[src/rtl/phase_sequencer_if.sv]
// ---------------------------------------------------------------------------
// phase_sequencer_if
//   Bundles the control/write inputs and the phase stream outputs of
//   phase_sequencer. Clock and reset stay plain ports on the module.
//
//   master : control side (drives tick/writes/clear, observes results)
//   slave  : the sequencer itself
//
//   i_SampleTick      one-cycle pulse that starts a pass
//   i_WriteEnable     frequency write strobe
//   i_WriteVoice      voice addressed by the write
//   i_WriteFrequency  new frequency word (2^-8 Hz units)
//   i_WriteKeyOn      arm a one-shot phase clear for the written voice
//   i_ClearOverrun    clears the sticky overrun flag
//   o_Busy            pass in progress
//   o_PhaseValid      o_Voice/o_Phase carry a fresh result this cycle
//   o_Voice           voice index of o_Phase
//   o_Phase           updated phase of o_Voice
//   o_Overrun         sticky: a tick arrived while busy
// ---------------------------------------------------------------------------
interface phase_sequencer_if #(
    parameter int NUM_VOICES  = 32,
    parameter int PHASE_WIDTH = 24
);
    localparam int VW = $clog2(NUM_VOICES);

    logic                   i_SampleTick;
    logic                   i_WriteEnable;
    logic [VW-1:0]          i_WriteVoice;
    logic [PHASE_WIDTH-1:0] i_WriteFrequency;
    logic                   i_WriteKeyOn;
    logic                   i_ClearOverrun;
    logic                   o_Busy;
    logic                   o_PhaseValid;
    logic [VW-1:0]          o_Voice;
    logic [PHASE_WIDTH-1:0] o_Phase;
    logic                   o_Overrun;

    modport master (
        output i_SampleTick, i_WriteEnable, i_WriteVoice, i_WriteFrequency,
               i_WriteKeyOn, i_ClearOverrun,
        input  o_Busy, o_PhaseValid, o_Voice, o_Phase, o_Overrun
    );

    modport slave (
        input  i_SampleTick, i_WriteEnable, i_WriteVoice, i_WriteFrequency,
               i_WriteKeyOn, i_ClearOverrun,
        output o_Busy, o_PhaseValid, o_Voice, o_Phase, o_Overrun
    );
endinterface

[src/rtl/phase_sequencer.sv]
// ---------------------------------------------------------------------------
// phase_sequencer
//   One shared phase adder time-multiplexed over NUM_VOICES voice slots.
//   A sample tick starts a pass that updates one voice per clock, in order,
//   streaming (voice, phase) results. Frequency / key-on writes are taken
//   every cycle; a write that hits the voice being updated takes effect on
//   the next pass.
//
//   i_Clock  : sole clock
//   i_Reset  : synchronous, active-high; aborts any pass, clears all voices
//   bus      : phase_sequencer_if.slave (tick, writes, overrun clear,
//              busy / phase stream / overrun outputs), all outputs registered
// ---------------------------------------------------------------------------
module phase_sequencer #(
    parameter int NUM_VOICES  = 32,
    parameter int PHASE_WIDTH = 24
) (
    input  logic               i_Clock,
    input  logic               i_Reset,
    phase_sequencer_if.slave   bus
);
    localparam int VW = $clog2(NUM_VOICES);
    localparam logic [VW-1:0] LAST_VOICE = VW'(NUM_VOICES - 1);

    typedef enum logic {
        S_IDLE,
        S_RUN
    } state_t;

    state_t                 state_q, state_d;
    logic [VW-1:0]          v_q, v_d;
    logic [PHASE_WIDTH-1:0] freq_q  [NUM_VOICES];
    logic [PHASE_WIDTH-1:0] freq_d  [NUM_VOICES];
    logic [PHASE_WIDTH-1:0] phase_q [NUM_VOICES];
    logic [PHASE_WIDTH-1:0] phase_d [NUM_VOICES];
    logic [NUM_VOICES-1:0]  pending_q, pending_d;
    logic                   busy_q, busy_d;
    logic                   valid_q, valid_d;
    logic [VW-1:0]          voice_q, voice_d;
    logic [PHASE_WIDTH-1:0] phase_out_q, phase_out_d;
    logic                   overrun_q, overrun_d;
    logic [PHASE_WIDTH-1:0] next_phase;

    always_comb begin
        // NOTE: every _d starts from its held value so no path leaves a
        // variable unassigned, which would otherwise infer a latch.
        state_d     = state_q;
        v_d         = v_q;
        freq_d      = freq_q;
        phase_d     = phase_q;
        pending_d   = pending_q;
        valid_d     = 1'b0;
        voice_d     = voice_q;
        phase_out_d = phase_out_q;
        overrun_d   = overrun_q;
        next_phase  = '0;

        case (state_q)
            S_IDLE: begin
                if (bus.i_SampleTick) begin
                    state_d = S_RUN;
                    v_d     = '0;
                end
            end
            S_RUN: begin
                // A pending key-on wins over accumulation; carry is dropped.
                next_phase     = pending_q[v_q] ? '0 : phase_q[v_q] + freq_q[v_q];
                phase_d[v_q]   = next_phase;
                pending_d[v_q] = 1'b0;
                valid_d        = 1'b1;
                voice_d        = v_q;
                phase_out_d    = next_phase;
                if (v_q == LAST_VOICE) begin
                    state_d = S_IDLE;
                    v_d     = '0;
                end else begin
                    v_d = v_q + VW'(1);
                end
            end
            default: begin
                state_d = S_IDLE;
                v_d     = '0;
            end
        endcase

        // Writes land after the update above, so a colliding write only
        // affects the next pass (old freq and old pending were used).
        if (bus.i_WriteEnable) begin
            freq_d[bus.i_WriteVoice] = bus.i_WriteFrequency;
            if (bus.i_WriteKeyOn) begin
                pending_d[bus.i_WriteVoice] = 1'b1;
            end
        end

        // Set beats clear when both happen in the same cycle.
        if (bus.i_ClearOverrun) begin
            overrun_d = 1'b0;
        end
        if (bus.i_SampleTick && (state_q == S_RUN)) begin
            overrun_d = 1'b1;
        end

        busy_d = (state_d == S_RUN);
    end

    always_ff @(posedge i_Clock) begin
        // NOTE: the voice arrays are plain flops and are cleared on reset,
        // because a reset must silence every voice; this rules out RAM.
        if (i_Reset) begin
            state_q     <= S_IDLE;
            v_q         <= '0;
            freq_q      <= '{default: '0};
            phase_q     <= '{default: '0};
            pending_q   <= '0;
            busy_q      <= 1'b0;
            valid_q     <= 1'b0;
            voice_q     <= '0;
            phase_out_q <= '0;
            overrun_q   <= 1'b0;
        end else begin
            // NOTE: non-blocking assignments so every flop samples the
            // pre-edge values regardless of statement order.
            state_q     <= state_d;
            v_q         <= v_d;
            freq_q      <= freq_d;
            phase_q     <= phase_d;
            pending_q   <= pending_d;
            busy_q      <= busy_d;
            valid_q     <= valid_d;
            voice_q     <= voice_d;
            phase_out_q <= phase_out_d;
            overrun_q   <= overrun_d;
        end
    end

    assign bus.o_Busy       = busy_q;
    assign bus.o_PhaseValid = valid_q;
    assign bus.o_Voice      = voice_q;
    assign bus.o_Phase      = phase_out_q;
    assign bus.o_Overrun    = overrun_q;
endmodule

[src/flat_wrapper.sv]
// flat-port wrapper written by rule: the top's interface ports become plain ports
module phase_sequencer_flat 
#(
    parameter int NUM_VOICES  = 32,
    parameter int PHASE_WIDTH = 24
)
  (i_Clock, i_Reset, bus_i_SampleTick, bus_i_WriteEnable, bus_i_WriteVoice, bus_i_WriteFrequency, bus_i_WriteKeyOn, bus_i_ClearOverrun, bus_o_Busy, bus_o_PhaseValid, bus_o_Voice, bus_o_Phase, bus_o_Overrun);
  phase_sequencer_if #(.NUM_VOICES(NUM_VOICES), .PHASE_WIDTH(PHASE_WIDTH)) bus_i ();
  input  logic i_Clock;
  input  logic i_Reset;
  input wire logic [$bits(bus_i.i_SampleTick)-1:0] bus_i_SampleTick;
  input wire logic [$bits(bus_i.i_WriteEnable)-1:0] bus_i_WriteEnable;
  input wire logic [$bits(bus_i.i_WriteVoice)-1:0] bus_i_WriteVoice;
  input wire logic [$bits(bus_i.i_WriteFrequency)-1:0] bus_i_WriteFrequency;
  input wire logic [$bits(bus_i.i_WriteKeyOn)-1:0] bus_i_WriteKeyOn;
  input wire logic [$bits(bus_i.i_ClearOverrun)-1:0] bus_i_ClearOverrun;
  output wire logic [$bits(bus_i.o_Busy)-1:0] bus_o_Busy;
  output wire logic [$bits(bus_i.o_PhaseValid)-1:0] bus_o_PhaseValid;
  output wire logic [$bits(bus_i.o_Voice)-1:0] bus_o_Voice;
  output wire logic [$bits(bus_i.o_Phase)-1:0] bus_o_Phase;
  output wire logic [$bits(bus_i.o_Overrun)-1:0] bus_o_Overrun;
  assign bus_i.i_SampleTick = bus_i_SampleTick;
  assign bus_i.i_WriteEnable = bus_i_WriteEnable;
  assign bus_i.i_WriteVoice = bus_i_WriteVoice;
  assign bus_i.i_WriteFrequency = bus_i_WriteFrequency;
  assign bus_i.i_WriteKeyOn = bus_i_WriteKeyOn;
  assign bus_i.i_ClearOverrun = bus_i_ClearOverrun;
  assign bus_o_Busy = bus_i.o_Busy;
  assign bus_o_PhaseValid = bus_i.o_PhaseValid;
  assign bus_o_Voice = bus_i.o_Voice;
  assign bus_o_Phase = bus_i.o_Phase;
  assign bus_o_Overrun = bus_i.o_Overrun;
  phase_sequencer #(.NUM_VOICES(NUM_VOICES), .PHASE_WIDTH(PHASE_WIDTH)) u_core (.i_Clock(i_Clock), .i_Reset(i_Reset), .bus(bus_i));
endmodule
[config.mk]
export PLATFORM = sky130hd
export DESIGN_NAME = phase_sequencer_flat
export DESIGN_NICKNAME = d
export VERILOG_FILES = /design/src/rtl/phase_sequencer_if.sv /design/src/rtl/phase_sequencer.sv /design/src/flat_wrapper.sv
export SDC_FILE = /design/constraint.sdc
export NUM_CORES = 2
export LEC_CHECK = 0
export BUFFER_PORTS_ARGS = -buffer_cell sky130_fd_sc_hd__buf_2
export CAP_MARGIN = 20
export CORE_MARGIN = 2
export CORE_UTILIZATION = 35
export CTS_CLUSTER_DIAMETER = 50
export DETAILED_ROUTE_END_ITERATION = 10
export PLACE_DENSITY_LB_ADDON = 0.12
export SLEW_MARGIN = 40
export SYNTH_ARGS = -nofsm -noshare
export SYNTH_HDL_FRONTEND = slang
export SYNTH_SLANG_ARGS = --single-unit
[constraint.sdc]
create_clock -name i_Clock -period 8 [get_ports i_Clock]
set_clock_uncertainty 0.1 [all_clocks]
set_input_delay 1.2 -clock i_Clock [delete_from_list [all_inputs] [get_ports i_Clock]]
set_output_delay 1.2 -clock i_Clock [all_outputs]
set_load 0.05 [all_outputs]
==> results.yml <==
timing:
  setup_violations: 0
  hold_viol: 0
  tightest_slew_ns: 0.903
  fin_crit_ns: 6.47
  period_share: 0.809
  worst_slack_ns: 1.53
  slew_viol_final: 0
  fmax_mhz: 155
  tns_ns: 0
  maxSlewHeadroom: 0.398
  rsz0062_at_grt: "no"
clock_network:
  clockBufferDepth: 3
  path_clk_slew_ns: 0.06
  clock_latency_ns: 0.85
  numCtsBuffers: 199
  cts-resized-gates: 0
  postCtsSetupRepairBufs: 0
  cts-root-buf: "clkbuf_16"
  hold_buffers: 0
  clock_sinks: 1605
  cts_tree: "done"
  ctsHtreeMaxLevel: 4
synthesis:
  syn_nets: 8133
  yosysSeqAreaShare: 0.467
  synth.distinct_cells: 64
  synth.avg_cell_area_um2: 8.53
  synth.top_cell.area_share: 0.467
  yosysTopAreaCell: "dfxtp_1"
  yosys_register_bits: 1605
  syn_area_um2: 68800
  synth-edff-count: 0
  yosys_warnings: 0
  yosys-top-cells-area: "dfxtp_1 (47%), nand2_1 (13%), mux4_2 (12%)"
  synth_async_sr_flop_share: 0
  synthCells: 8069
  synthFlopType: "dfxtp_1"
worst_setup_path:
  r2r_end: "u_core.phase_q[705]"
  crit_start: "u_core.v_q[0]"
  r2r_slack_ns: 1.53
  crit_path_end_kind: "flip-flop"
  crit_path_max_fanout: 37
  required_ns: 8.58
  arrival_ns: 7.05
  crit_type: "reg2reg"
  worstSetupStartpointType: "flip-flop"
  r2r_start: "u_core.v_q[0]"
  ff2ff_path_depth: 14
  crit_end: "u_core.phase_q[705]"
die:
  dieWidth_um: 447
  die-area_um2: 200000
  die_y_um: 447
  core_area_um2: 195000
  io_pins: 67
  initial_core_util: 0.353
  fp-row-count: 162
routing:
  drc_errors: 0
  drt_wl_total_um: 270000
  via_per_inst: 5.56
  drt_first_pass_iters: 6
  wl_per_cell_um: 25.5
  antenna_left: 0
  num_vias: 58900
  drt_first_iter_violations: 6251
layout:
  antenna_cells: 0
  fin_cells: 10600
  final_layout_size_suffix_gt1_frac: 0.142
  nets: 7855
  syn_to_final_growth_pct: 14.6
global_route:
  antenna_found_initial: 12
  grt_max_degree: 209
  grt_pass1_wl_um: 392000
  grt.total_usage: 0.264
  grt_remaining_overflow: 0
  grt_pass1_vias: 55200
power:
  p_leak_nw: 25.3
  p_per_area_nw_per_um2: 229
  power_frac_seq: 0.446
  power_frac_comb: 0.041
  power.switching_mw: 4.35
  p_clk_frac: 0.513
  internal_power_mw: 13.7
  ir_drop_mv: 0.228
  switching_share: 0.241
placed_design:
  placed_cells: 10200
  port_buffers: 66
  pre_cts_ws_ns: 1.63
  gp_congestion: 0.869
  hpwl_um: 160000
worst_hold_path:
  hp-class: "reg2reg"
  worstHoldStart: "u_core.phase_q[427]"
run:
  max_cap_viol_count: 0
status:
  status: "completed"
-- critical path: stages (launching register included) --
cell and delay [ns]:
dfxtp_4 0.80, buf_12 0.32, buf_12 0.35, mux4_2 0.56
a22oi_1 0.63, nand4_1 0.55, ha_1 0.52, o21a_1 0.15
nor2_1 0.16, a21oi_1 0.13, a21o_1 0.21, a21oi_1 0.17
xor2_1 0.70, or2_2 0.67, o21ai_0 0.20
-- cells by family (layout without fill, tap and decap cells) --
logic type | after synthesis | count (layout) | synth area share
multiplexers | 417 | 417 | 0.130
adder cells (fa/ha/maj) | 29 | 29 | 0.00538
AO/OA/AOI/OAI | 1829 | 1829 | 0.146
XOR/XNOR | 17 | 17 | 0.00216
AND/OR/NAND/NOR | 3391 | 3391 | 0.205
flip-flops | 1605 | 1605 | 0.467
buffers and inverters | 781 | 672 | 0.0448
-- worst min path at each step --
stage	to	slack, ns	depth (start not counted)
floorplan	u_core.phase_q[712]	0.33	2
global placement	u_core.phase_q[280]	0.34	2
detailed placement	u_core.phase_q[416]	0.34	2
CTS	u_core.phase_q[30]	0.35	2
global route	u_core.freq_q[225]	0.37	2
finish	u_core.phase_q[427]	0.35	2
-- registers in the layout, summed over array words and instances (netlist names) --
name	flops
u_core.bus.o_Phase	24
u_core.freq_q	768
u_core.state_q	1
u_core.v_q	5
u_core.phase_q	768
u_core.bus.o_PhaseValid	1
u_core.bus.o_Overrun	1
u_core.bus.o_Voice	5
u_core.pending_q	32
-- power groups by stage --
stage	clock network [mW]	logic, mW	registers (mW)
after global placement	0	0.715	8.23
after CTS	9.44	0.733	8.05
after global routing	9.79	0.781	8.05
after detailed placement	0	0.732	8.23
final	9.28	0.740	8.05
after floorplan	0	0.467	8.22
-- cell usage in the layout, fill, tap and decap left out, types with 106 or more instances in the layout --
cell type,count
nor2_1,507
clkbuf_16,202
a21oi_1,1356
o21ai_0,106
mux4_2,382
nand4_1,112
nand2_1,2343
nand3b_1,185
a22oi_1,230
buf_4,198
dfxtp_1,1602
-- per-stage QoR --
step | total power, mW | instance area (um2) | hold WS, ns | utilization
2_1_floorplan | 8.69 | 68800 | 0.329 | -
3_3_place_gp | 8.94 | 71500 | 0.337 | 0.366
3_5_place_dp | 8.96 | 71900 | 0.343 | 0.369
4_1_cts | 18.2 | 78700 | 0.351 | 0.403
5_1_grt | 18.6 | 78900 | 0.366 | 0.404
6_report | 18.1 | 78900 | 0.350 | 0.404
-- per-layer routing --
layer	vias up	routed length (um)	share of wire	global-route usage
met2	2065	126000	0.47	0.429
met1	29200	117000	0.43	0.353
met4	8	10100	0.037	0.0963
li1	27100	-	-	-
met3	446	17700	0.066	0.0424
met5	-	53	0.00020	0
-- final cells by class --
| type | instances | area, um2 |
|---|---|---|
| flip-flops and latches | 1605 | 32100 |
| fillers | 19300 | 116000 |
| clock buffers | 286 | 5800 |
| repair buffers | 292 | 2630 |
| multi-input cells | 5683 | 34000 |
| clock inverters | 84 | 976 |
| inverters | 10 | 37.5 |
| well taps | 2624 | 3280 |
-- Yosys cell counts, drive strengths merged (7+ instances only) --
| cell | count |
|---|---|
| dfxtp | 1605 |
| o211ai | 7 |
| o21ai | 137 |
| nor2 | 560 |
| o22ai | 8 |
| xnor2 | 8 |
| xor2 | 9 |
| nand3b | 185 |
| mux4 | 382 |
| mux2i | 35 |
| ha | 28 |
| nor3 | 13 |
| o31ai | 57 |
| a21oi | 1357 |
| clkbuf | 643 |
| nor2b | 36 |
| a21o | 7 |
| a22oi | 230 |
| nand4 | 112 |
| buf | 128 |
| nor3b | 11 |
| inv | 9 |
| and2 | 7 |
| nand3 | 46 |
| and3 | 7 |
| nand2 | 2383 |
(Power assumes the default switching activity.)
